[config.mk]
export PLATFORM = sky130hd
export DESIGN_NAME = global_sram_banked_flat
export DESIGN_NICKNAME = d
export VERILOG_FILES = /design/src/rtl/global_sram_banked_if.sv /design/src/rtl/global_sram_banked.sv /design/src/flat_wrapper.sv
export SDC_FILE = /design/constraint.sdc
export NUM_CORES = 2
export LEC_CHECK = 0
export BUFFER_PORTS_ARGS = -buffer_cell sky130_fd_sc_hd__buf_2
export CAP_MARGIN = 20
export CORE_ASPECT_RATIO = 1.5
export CORE_UTILIZATION = 55
export CTS_BUF_LIST = sky130_fd_sc_hd__clkbuf_8
export CTS_CLUSTER_DIAMETER = 30
export DETAILED_ROUTE_END_ITERATION = 10
export PLACE_DENSITY = 0.74
export SYNTH_ARGS = -nofsm -noshare
export SYNTH_HDL_FRONTEND = slang
export SYNTH_SLANG_ARGS = --single-unit
[constraint.sdc]
create_clock -name clk -period 7.09 [get_ports clk]
set_input_delay 0.709 -clock clk [delete_from_list [all_inputs] [get_ports clk]]
set_output_delay 0.709 -clock clk [all_outputs]
set_load 0.1 [all_outputs]
[src/rtl/global_sram_banked_if.sv]
// Request/response bundle for the banked global SRAM. Channel i occupies bit i
// of the vectors and slice [i*W +: W] of the packed buses.
interface global_sram_banked_if #(
  parameter int NUM_CH   = 4,
  parameter int ADDR_W   = 7,
  parameter int DATA_BIT = 16
);
  logic [NUM_CH-1:0]          ch_req;
  logic [NUM_CH-1:0]          ch_wen;
  logic [NUM_CH*ADDR_W-1:0]   ch_addr;
  logic [NUM_CH*DATA_BIT-1:0] ch_wdata;
  logic [NUM_CH-1:0]          ch_gnt;
  logic [NUM_CH-1:0]          ch_rvalid;
  logic [NUM_CH*DATA_BIT-1:0] ch_rdata;

  modport master (
    output ch_req, ch_wen, ch_addr, ch_wdata,
    input  ch_gnt, ch_rvalid, ch_rdata
  );

  modport slave (
    input  ch_req, ch_wen, ch_addr, ch_wdata,
    output ch_gnt, ch_rvalid, ch_rdata
  );
endinterface

[src/rtl/global_sram_banked.sv]
// Multi-channel global SRAM: word-interleaved single-port banks, each with its
// own round-robin arbiter, 1-cycle tagged read return and a saturating stall counter.
module global_sram_banked #(
  parameter int DATA_BIT = 16,
  parameter int DEPTH    = 64,
  parameter int NUM_CH   = 4,
  parameter int NUM_BANK = 4,
  parameter int ADDR_W   = $clog2(DEPTH + 1),
  parameter int CNT_W    = 32
) (
  input  logic                 clk,
  input  logic                 rstn,
  global_sram_banked_if.slave  bus,
  output logic [CNT_W-1:0]     stall_cnt
);
  localparam int LOG_BANK = (NUM_BANK > 1) ? $clog2(NUM_BANK) : 0;
  localparam int BANK_W   = (NUM_BANK > 1) ? LOG_BANK : 1;
  localparam int ROWS     = DEPTH / NUM_BANK;
  localparam int ROW_W    = (ROWS > 1) ? $clog2(ROWS) : 1;
  localparam int PTR_W    = (NUM_CH > 1) ? $clog2(NUM_CH) : 1;
  localparam int POP_W    = $clog2(NUM_CH + 1);

  // Per-channel address decode
  logic [ADDR_W-1:0]   addr     [NUM_CH];
  logic [DATA_BIT-1:0] wdata    [NUM_CH];
  logic [BANK_W-1:0]   bank_sel [NUM_CH];
  logic [ROW_W-1:0]    row      [NUM_CH];
  logic [NUM_CH-1:0]   in_range;

  // NOTE: every combinational output gets a default before any branch so no latch is inferred.
  always_comb begin
    for (int i = 0; i < NUM_CH; i++) begin
      addr[i]     = bus.ch_addr[i*ADDR_W +: ADDR_W];
      wdata[i]    = bus.ch_wdata[i*DATA_BIT +: DATA_BIT];
      row[i]      = addr[i][LOG_BANK +: ROW_W];
      in_range[i] = (addr[i] < ADDR_W'(DEPTH));
      bank_sel[i] = (NUM_BANK > 1) ? addr[i][BANK_W-1:0] : '0;
    end
  end

  function automatic logic [PTR_W-1:0] rr_idx(input logic [PTR_W-1:0] ptr, input int k);
    return PTR_W'((int'(ptr) + k) % NUM_CH);
  endfunction

  // Per-bank round-robin arbitration
  logic [PTR_W-1:0]  rr_ptr   [NUM_BANK];
  logic [PTR_W-1:0]  bank_win [NUM_BANK];
  logic [NUM_BANK-1:0] bank_gnt;
  logic [NUM_CH-1:0] gnt;

  always_comb begin
    gnt = '0;
    for (int b = 0; b < NUM_BANK; b++) begin
      bank_gnt[b] = 1'b0;
      bank_win[b] = '0;
      for (int k = 0; k < NUM_CH; k++) begin
        if (!bank_gnt[b] && bus.ch_req[rr_idx(rr_ptr[b], k)] &&
            bank_sel[rr_idx(rr_ptr[b], k)] == BANK_W'(b)) begin
          bank_gnt[b]                = 1'b1;
          bank_win[b]                = rr_idx(rr_ptr[b], k);
          gnt[rr_idx(rr_ptr[b], k)]  = 1'b1;
        end
      end
    end
  end

  assign bus.ch_gnt = gnt;

  // Bank drive; out-of-range winners are granted but never touch the array
  logic [NUM_BANK-1:0] bank_wen;
  logic [NUM_BANK-1:0] bank_ren;
  logic [ROW_W-1:0]    bank_row   [NUM_BANK];
  logic [DATA_BIT-1:0] bank_wdata [NUM_BANK];
  logic [DATA_BIT-1:0] bank_rdata [NUM_BANK];

  always_comb begin
    for (int b = 0; b < NUM_BANK; b++) begin
      bank_wen[b]   = 1'b0;
      bank_ren[b]   = 1'b0;
      bank_row[b]   = '0;
      bank_wdata[b] = '0;
      if (bank_gnt[b]) begin
        bank_row[b]   = row[bank_win[b]];
        bank_wdata[b] = wdata[bank_win[b]];
        bank_wen[b]   = bus.ch_wen[bank_win[b]] & in_range[bank_win[b]];
        bank_ren[b]   = ~bus.ch_wen[bank_win[b]] & in_range[bank_win[b]];
      end
    end
  end

  logic [DATA_BIT-1:0] mem [NUM_BANK][ROWS];

  // NOTE: the storage array and its read register have no reset; contents survive rstn.
  always_ff @(posedge clk) begin
    for (int b = 0; b < NUM_BANK; b++) begin
      if (bank_wen[b]) mem[b][bank_row[b]] <= bank_wdata[b];
      if (bank_ren[b]) bank_rdata[b] <= mem[b][bank_row[b]];
    end
  end

  // Read return tagging and stall accounting
  logic [NUM_CH-1:0] rd_acc;
  logic [NUM_CH-1:0] rvalid;
  logic [NUM_CH-1:0] rd_oor;
  logic [BANK_W-1:0] bank_id [NUM_CH];
  logic [POP_W-1:0]  stall_pop;
  logic [CNT_W:0]    stall_sum;

  assign rd_acc = bus.ch_req & gnt & ~bus.ch_wen;

  always_comb begin
    stall_pop = '0;
    for (int i = 0; i < NUM_CH; i++)
      stall_pop = stall_pop + POP_W'(bus.ch_req[i] & ~gnt[i]);
    stall_sum = {1'b0, stall_cnt} + (CNT_W+1)'(stall_pop);
  end

  // NOTE: sequential state uses non-blocking assignments so all registers update together.
  always_ff @(posedge clk or negedge rstn) begin
    if (!rstn) begin
      rvalid    <= '0;
      rd_oor    <= '0;
      stall_cnt <= '0;
      for (int i = 0; i < NUM_CH; i++) bank_id[i] <= '0;
      for (int b = 0; b < NUM_BANK; b++) rr_ptr[b] <= '0;
    end else begin
      rvalid    <= rd_acc;
      stall_cnt <= stall_sum[CNT_W] ? '1 : stall_sum[CNT_W-1:0];
      for (int i = 0; i < NUM_CH; i++) begin
        if (rd_acc[i]) begin
          bank_id[i] <= bank_sel[i];
          rd_oor[i]  <= ~in_range[i];
        end
      end
      for (int b = 0; b < NUM_BANK; b++)
        if (bank_gnt[b]) rr_ptr[b] <= PTR_W'((int'(bank_win[b]) + 1) % NUM_CH);
    end
  end

  assign bus.ch_rvalid = rvalid;

  always_comb begin
    bus.ch_rdata = '0;
    for (int i = 0; i < NUM_CH; i++)
      if (rvalid[i] && !rd_oor[i])
        bus.ch_rdata[i*DATA_BIT +: DATA_BIT] = bank_rdata[bank_id[i]];
  end
endmodule

[src/flat_wrapper.sv]
// flat-port wrapper written by rule: the top's interface ports become plain ports
module global_sram_banked_flat 
#(
  parameter int DATA_BIT = 16,
  parameter int DEPTH    = 64,
  parameter int NUM_CH   = 4,
  parameter int NUM_BANK = 4,
  parameter int ADDR_W   = $clog2(DEPTH + 1),
  parameter int CNT_W    = 32
)
  (clk, rstn, stall_cnt, bus_ch_req, bus_ch_wen, bus_ch_addr, bus_ch_wdata, bus_ch_gnt, bus_ch_rvalid, bus_ch_rdata);
  global_sram_banked_if #(.NUM_CH(NUM_CH), .ADDR_W(ADDR_W), .DATA_BIT(DATA_BIT)) bus_i ();
  input  logic clk;
  input  logic rstn;
  output logic [CNT_W-1:0] stall_cnt;
  input wire logic [$bits(bus_i.ch_req)-1:0] bus_ch_req;
  input wire logic [$bits(bus_i.ch_wen)-1:0] bus_ch_wen;
  input wire logic [$bits(bus_i.ch_addr)-1:0] bus_ch_addr;
  input wire logic [$bits(bus_i.ch_wdata)-1:0] bus_ch_wdata;
  output wire logic [$bits(bus_i.ch_gnt)-1:0] bus_ch_gnt;
  output wire logic [$bits(bus_i.ch_rvalid)-1:0] bus_ch_rvalid;
  output wire logic [$bits(bus_i.ch_rdata)-1:0] bus_ch_rdata;
  assign bus_i.ch_req = bus_ch_req;
  assign bus_i.ch_wen = bus_ch_wen;
  assign bus_i.ch_addr = bus_ch_addr;
  assign bus_i.ch_wdata = bus_ch_wdata;
  assign bus_ch_gnt = bus_i.ch_gnt;
  assign bus_ch_rvalid = bus_i.ch_rvalid;
  assign bus_ch_rdata = bus_i.ch_rdata;
  global_sram_banked #(.DATA_BIT(DATA_BIT), .DEPTH(DEPTH), .NUM_CH(NUM_CH), .NUM_BANK(NUM_BANK), .ADDR_W(ADDR_W), .CNT_W(CNT_W)) u_core (.clk(clk), .rstn(rstn), .bus(bus_i), .stall_cnt(stall_cnt));
endmodule
; Word-level counts from Yosys, hierarchy flattened
; Memory sizes are Yosys's and may differ from the RTL's.
; Cells that the tools add are included.
; W data, S select, Z words.
[totals]
mem_bits_rw = 1088
memories = 2
reg_bits = 56
in_bits = 102
word_cells = 511
output_inout_bits = 104
[memory_table]
columns = memory, depth, width, rd, rd_ports_with_merged_regs, wr, line
row1 = u_core.mem, 4, 256, 4, 0, 4, global_sram_banked.sv:91  ; logic [DATA_BIT-1:0] mem [NUM_BANK][ROWS];
row2 = u_core.bank_rdata, 4, 16, 4, 0, 4, global_sram_banked.sv:74  ; logic [DATA_BIT-1:0] bank_rdata [NUM_BANK];
[op_classes]
order_cmp = 68
n_bitwise = 66
n_reduce_logical = 72
eq_ne = 12
n_addsub = 20
muxes = 257
[ops]
columns = op, n
row1 = $mux W256, 4
row2 = $mux W16, 28
row3 = $bmux W16 S4, 4
row4 = $demux W16 S4, 4
row5 = $bmux W16 S2, 4
row6 = $mux W4, 28
row7 = $mux W2, 48
row8 = $mux W1, 76
row9 = $bmux W2 S2, 16
row10 = $ge A3 B3 Y1 const B, 20
row11 = $lt A2 B3 Y1 const B, 20
row12 = $not A2 Y3, 20
row13 = $or A4 B4 Y4, 15
row14 = $logic_and A1 B1 Y1, 52
row15 = $bmux W1 S2, 24
row16 = $add A32 B3 Y33, 1
row17 = $bmux W4 S2, 4
row18 = $demux W1 S2, 16
row19 = $ge A2 B1 Y1 const B, 16
row20 = $mux W32, 1
row21 = $lt A7 B7 Y1 const B, 4
row22 = $ge A5 B5 Y1 const B, 4
row23 = $lt A5 B1 Y1 const B, 4
row24 = $not A4 Y5, 4
row25 = other kinds (13), 78

; Logic depth before layout (Yosys ltp)
[depth]
ltp_word = 50
mapped_depth = 28

; Worst setup path after synthesis
; OpenSTA, ideal clock, no wires.
[synth_timing]
kind = register -> register
start = register u_core.rr_ptr[4] (netlist bit)
end = register u_core.stall_cnt[12]
arrival_time_ps = 7099
t_required_ps = 7022
period_less_slack_ps = 7167
path_slack_ps = -77
stages_incl_launch_ff = 27
cell_sequence = dfrtp_1 > buf_2 > clkinv_1 > ha_1 > clkbuf_1 > mux4_2 > o21a_1 > a22o_1 > a221oi_1 > o2111a_1 > nand4_1 > nor2_1 > fa_1 > ha_1 > ha_1 > inv_1 > fa_1 > inv_1 > a21o_1 > and3_1 > inv_1 > nor3_1 > nand3_1 > or2_2 > clkbuf_1 > clkbuf_1 > nand2_1
[synth_between]
elab_chain_cells = 42
[synth_lines]
columns = item, line
row1 = from (decl), global_sram_banked.sv:46  ; logic [PTR_W-1:0] rr_ptr [NUM_BANK];
row2 = "from (signal, indexed assignment)", global_sram_banked.sv:136  ; if (bank_gnt[b]) rr_ptr[b] <= PTR_W'((int'(bank_win[b]) + 1) % NUM_CH);
row3 = branches (longest 18 deep; another with $lt A2 B3 Y1), n/a
row4 = $mux W4 (*), global_sram_banked.sv:57  ; if (!bank_gnt[b] && bus.ch_req[rr_idx(rr_ptr[b], k)] &&
row5 = $or A4 B4 Y4 (no source line), n/a
row6 = $mux W4 (*), global_sram_banked.sv:57
row7 = $or A4 B4 Y4 (no source line), n/a
row8 = $mux W4 (*), global_sram_banked.sv:57
row9 = $or A4 B4 Y4 (no source line), n/a
row10 = $mux W4 (*), global_sram_banked.sv:57
row11 = (+8 left out), n/a
row12 = $or A4 B4 Y4 (no source line), n/a
row13 = $mux W4 (*), global_sram_banked.sv:57
row14 = named net bus_ch_gnt[0], flat_wrapper.sv:20  ; output wire logic [$bits(bus_i.ch_gnt)-1:0] bus_ch_gnt;
row15 = $not A1 Y3 (*), global_sram_banked.sv:114  ; stall_pop = stall_pop + POP_W'(bus.ch_req[i] & ~gnt[i]);
row16 = $and A1 B3 Y3 (*), global_sram_banked.sv:114
row17 = $add A3 B3 Y3 (*) (3 in series), global_sram_banked.sv:114
row18 = $add A32 B3 Y33 (*), global_sram_banked.sv:115  ; stall_sum = {1'b0, stall_cnt} + (CNT_W+1)'(stall_pop);
row19 = $mux W32 (*), global_sram_banked.sv:128  ; stall_cnt <= stall_sum[CNT_W] ? '1 : stall_sum[CNT_W-1:0];
row20 = to (signal assigned), global_sram_banked.sv:128
row21 = to (decl), global_sram_banked.sv:14  ; output logic [CNT_W-1:0] stall_cnt
; Mark *: on every way through the listed nets, which the timed path passes. The select of a mux whose other input is x is not followed.
; A chain may end at the register's enable or synchronous reset.

; Final worst setup path
[layout_timing]
start = register u_core.rr_ptr[6] (netlist bit)
end = register u_core.stall_cnt[10]
[layout_between]
elab_chain_cells = 50
[layout_lines]
columns = item, line
row1 = branches (longest 18 deep; another with $lt A2 B3 Y1), n/a
row2 = $mux W4 (*), global_sram_banked.sv:57
row3 = $or A4 B4 Y4 (no source line), n/a
row4 = $mux W4 (*), global_sram_banked.sv:57
row5 = $or A4 B4 Y4 (no source line), n/a
row6 = $mux W4 (*), global_sram_banked.sv:57
row7 = $or A4 B4 Y4 (no source line), n/a
row8 = $mux W4 (*), global_sram_banked.sv:57
row9 = (+16 left out), n/a
row10 = $or A4 B4 Y4 (no source line), n/a
row11 = $mux W4 (*), global_sram_banked.sv:57
row12 = $not A1 Y3, global_sram_banked.sv:114
row13 = $and A1 B3 Y3, global_sram_banked.sv:114
row14 = $add A3 B3 Y3 (2 in series), global_sram_banked.sv:114
row15 = $add A3 B3 Y3 (*), global_sram_banked.sv:114
row16 = $add A32 B3 Y33 (*), global_sram_banked.sv:115
row17 = $mux W32 (*), global_sram_banked.sv:128
; Mark *: on every way between the ends. The select of a mux whose other input is x is not followed.

==> impl_results.md <==
- Fin crit period: ~6700 ps
- Critical path arrival: around 7500 ps
- Final WS setup: 388 ps
- Share of cells above drive strength 1: between 20% and 30%
- Post-synthesis sequential area ratio: between 60% and 70%
- Netlist cell types: 102
- Pwr Density: around 450 nW/um2
- HPWL Detailed: 113000 um
- DRC viols: 0
- Synthesized instance count: slightly above 4000
- Total gr overflow: 0
- Post-synth EDFFs: around 1100
- Via count: 39100
- RSZ-0062 raised after global routing: no
- Combinational cell fraction of total power: 45.8%
- Clock buffer depth: 3
- Vias in the first global route: 37900
- Final max-slew violation count: 0
- Slowest Stage Delay on Critical Path: between 600 and 700 ps
- Critical R2R Capture: u_core.stall_cnt[10]$_DFF_PN0_
- Gpl congestion: approximately 0.96
- # IOs: slightly above 200
- Synth Area per Inst: between 10 and 15 um2
- Critical hold path startpoint: bus_ch_addr[6]
- R2R cell count: 21
- Seq. cell area: roughly 34000 um2
- P_int: between 15 and 20 mW
- Routed Antenna Nets: 0
- Cts bufs inserted: between 150 and 200
- Critical Path Source Type: register
- Clock Power Share: about a fifth
- Fmax: 149 MHz
- Global-route wire length before repair: ~250000 um
- Clock root buffer: clkbuf_8
- Clk pin slew, worst setup/hold paths: 60 ps
- Final setup violation count: 0
- Commonest non-fill, non-tap cell in the layout: edfxtp_1
- Initial antenna violation count: 24
- Crit share post-route: between 90% and 100%
- Core Region: slightly below 100000 um2
- Most frequent cells in the layout: edfxtp_1 (1088), nand2_1 (330), buf_2 (205)
- Initial core utilization: roughly 55%
- Status: completed
- Crit path max-delay family: adder cells
- Synthesis-stage register bit count: ~1100
- Syn nets: roughly 4200
- Fin. Hold Viols: 0
- Crit. End Element: register
- Synth async-reset ratio: 4.90%
- Post-Syn Area: approximately 54000 um2
- Die X: 257 um
- Leak: approximately 21 nW
- Largest net degree at the start of global routing: a little under 200
- Hold Crit Class: in2reg
- Sw Pwr: 11.8 mW
- Worst slew pin tran: between 1000 and 1500 ps
- Initial drt markers: between 5000 and 6000
- Post-Route Utilization: approximately 63%
- Peak supply drop: ~0.00033 V
- Setup TNS: 0 ps
- Drt pass-1 iters: 6
- Fillers: 7200
- WL/cell: between 30 and 40 um
- Clock Latency Late Sink: roughly 900 ps
- FF-to-FF Start: u_core.rr_ptr[6]$_DFFE_PN0P_
- Yosys warns: 0
- Hold path depth: 2
- Port bufs: 205
- WHS Endpoint: u_core.rd_oor[0]$_DFFE_PN0P_
- Reg power frac: 34.6%
- H-tree depth: 4
- Sw Share: a little over two fifths
- Slowest cell on the critical path: ha_1
- Die Height: between 300 and 400 um
- Slew HR: about 18%
- CP Class: reg2reg
- CTS tree: done
- Number of max-cap violations: 0
- Die Area: 99000 um2
- Worst Skew: ~52 ps
- Nets@finish: ~4400
- Max FO, Critical Path: 28
- Via-to-Cell Ratio: about 6.8
- Worst path bufs/invs: 4
- Post-Place Worst Slack: roughly 350 ps
- Worst reg2reg setup slack: around 390 ps
- Post-synth top flop: edfxtp_1
- Multi-input logic area: 18500 um2
- WL final: roughly 170000 um
- Synth-to-Final Area Change: 12.8%
- GRT Total Usage: between 30% and 40%
- Clock Sinks: between 1000 and 1500
- Crit path cell chain: clkinv_1, ha_1, mux4_2, nor2b_1, a221oi_1, o2111a_1, nand4_1, nor2_1, fa_1, ha_1, ha_1, inv_1, fa_1, inv_1, a21o_1, and3_1, inv_1, nor3_2, nand3_1, or2_2, o21ai_0
- Rows: between 100 and 150
- CP required: just under 8000 ps
-- Yosys cell counts (all sizes together) (7+ instances only) --
cell     number  share of area [%]
nor2        187                1.3
a22o         12               0.20
mux2i       130                2.4
mux2         28               0.59
a41oi        65                1.1
o311ai       39               0.65
dfrtp        56                2.6
nand4b        8               0.13
nor4          7               0.12
a21boi       50               0.71
nand3       172                1.6
nand4       113                1.3
o21a          7              0.098
o41ai        32               0.52
and2         70               0.81
o211ai       13               0.21
a211oi      144                2.1
a221oi       28               0.50
o31ai       117                1.6
nor3         25               0.28
buf         150                1.6
inv          62               0.43
ha           25               0.58
and3b         8               0.13
a32o         64                1.2
nand2       331                2.3
clkbuf      202                1.4
nor3b       152                2.2
nand2b        8              0.093
o2111ai      17               0.28
mux4         69                2.9
o32ai        33               0.54
nor2b        83               0.97
a21oi        22               0.23
edfxtp     1088                 61
and3        142                1.7
o21ai        85               0.81
or4          17               0.24
nand3b        8               0.12
xor2         19               0.31
xnor2         8               0.13
o22ai        67               0.78
-- flip-flops by register name (all words and copies together) (netlist names) --
name / flops
u_core.bus.ch_rvalid: 4
u_core.stall_cnt: 32
u_core.mem: 1024
u_core.rd_oor: 4
u_core.bank_id: 8
u_core.bank_rdata: 64
u_core.rr_ptr: 8
-- final cells by class --
cell class,instances,share of cell area (%)
antenna,5,0.0206
inverter,65,0.402
tap,1278,2.64
timing repair buffer,425,4.66
sequential,1144,56.2
clock inverter,135,1.55
multi-input combinational,2484,30.5
clock buffer,176,4.00
-- per-stage QoR --
step	hold slack (ps)	instance area, um2	power (mW)	std cells
detailed placement	489	57200	21.6	5390
CTS	125	60500	26.8	5702
floorplan	413	53700	17.0	4045
finish	200	60600	27.1	5712
global route	168	60600	27.9	5710
global placement	484	57100	21.4	5386
-- cells by family (layout without fill, tap and decap cells) --
kind of cell	count (synthesis)	in the layout	synth area share, %
compound gates	845	845	12.4
xor+xnor	27	27	0.440
fa+ha+maj	27	27	0.657
buf+inv	417	801	3.46
flops	1144	1144	63.4
mux	227	227	5.90
other cells	0	5	0
simple gates	1358	1358	13.7
-- what timing repair did --
| action | 4_1_cts | 5_1_grt |
|---|---|---|
| buffers inserted | 0 | 0 |
| hold endpoints to repair | 27 | 0 |
| resized for setup | 0 | 1 |
| endpoints found under the setup margin | 0 | 28 |
| hold buffers | 1 | 0 |
-- metal layers --
metal	global-route usage (%)	wire, um
met5	0	186
met4	21.0	11100
met3	8.74	18300
met2	56.9	84500
met1	41.1	59400
-- worst max-delay path by stage --
stage	start	to	slack, ps	cells past startpoint
2_1_floorplan	u_core.rr_ptr[6]$_DFFE_PN0P_	u_core.stall_cnt[12]$_DFF_PN0_	50	24
3_3_place_gp	bus_ch_req[1]	u_core.stall_cnt[10]$_DFF_PN0_	430	21
3_5_place_dp	bus_ch_req[1]	u_core.stall_cnt[10]$_DFF_PN0_	350	21
4_1_cts	u_core.rr_ptr[6]$_DFFE_PN0P_	u_core.stall_cnt[10]$_DFF_PN0_	390	21
5_1_grt	u_core.rr_ptr[6]$_DFFE_PN0P_	u_core.stall_cnt[10]$_DFF_PN0_	20	21
6_report	u_core.rr_ptr[6]$_DFFE_PN0P_	u_core.stall_cnt[10]$_DFF_PN0_	390	21
-- power groups by stage --
stage / logic, mW / registers [mW] / clock network (mW)
after floorplan: 7.67 / 9.36 / 0
after global placement: 12.0 / 9.44 / 0
after detailed placement: 12.1 / 9.46 / 0
after CTS: 12.1 / 9.32 / 5.35
after global routing: 12.9 / 9.37 / 5.64
final: 12.4 / 9.36 / 5.31
Power figures use the tool's default switching activity.
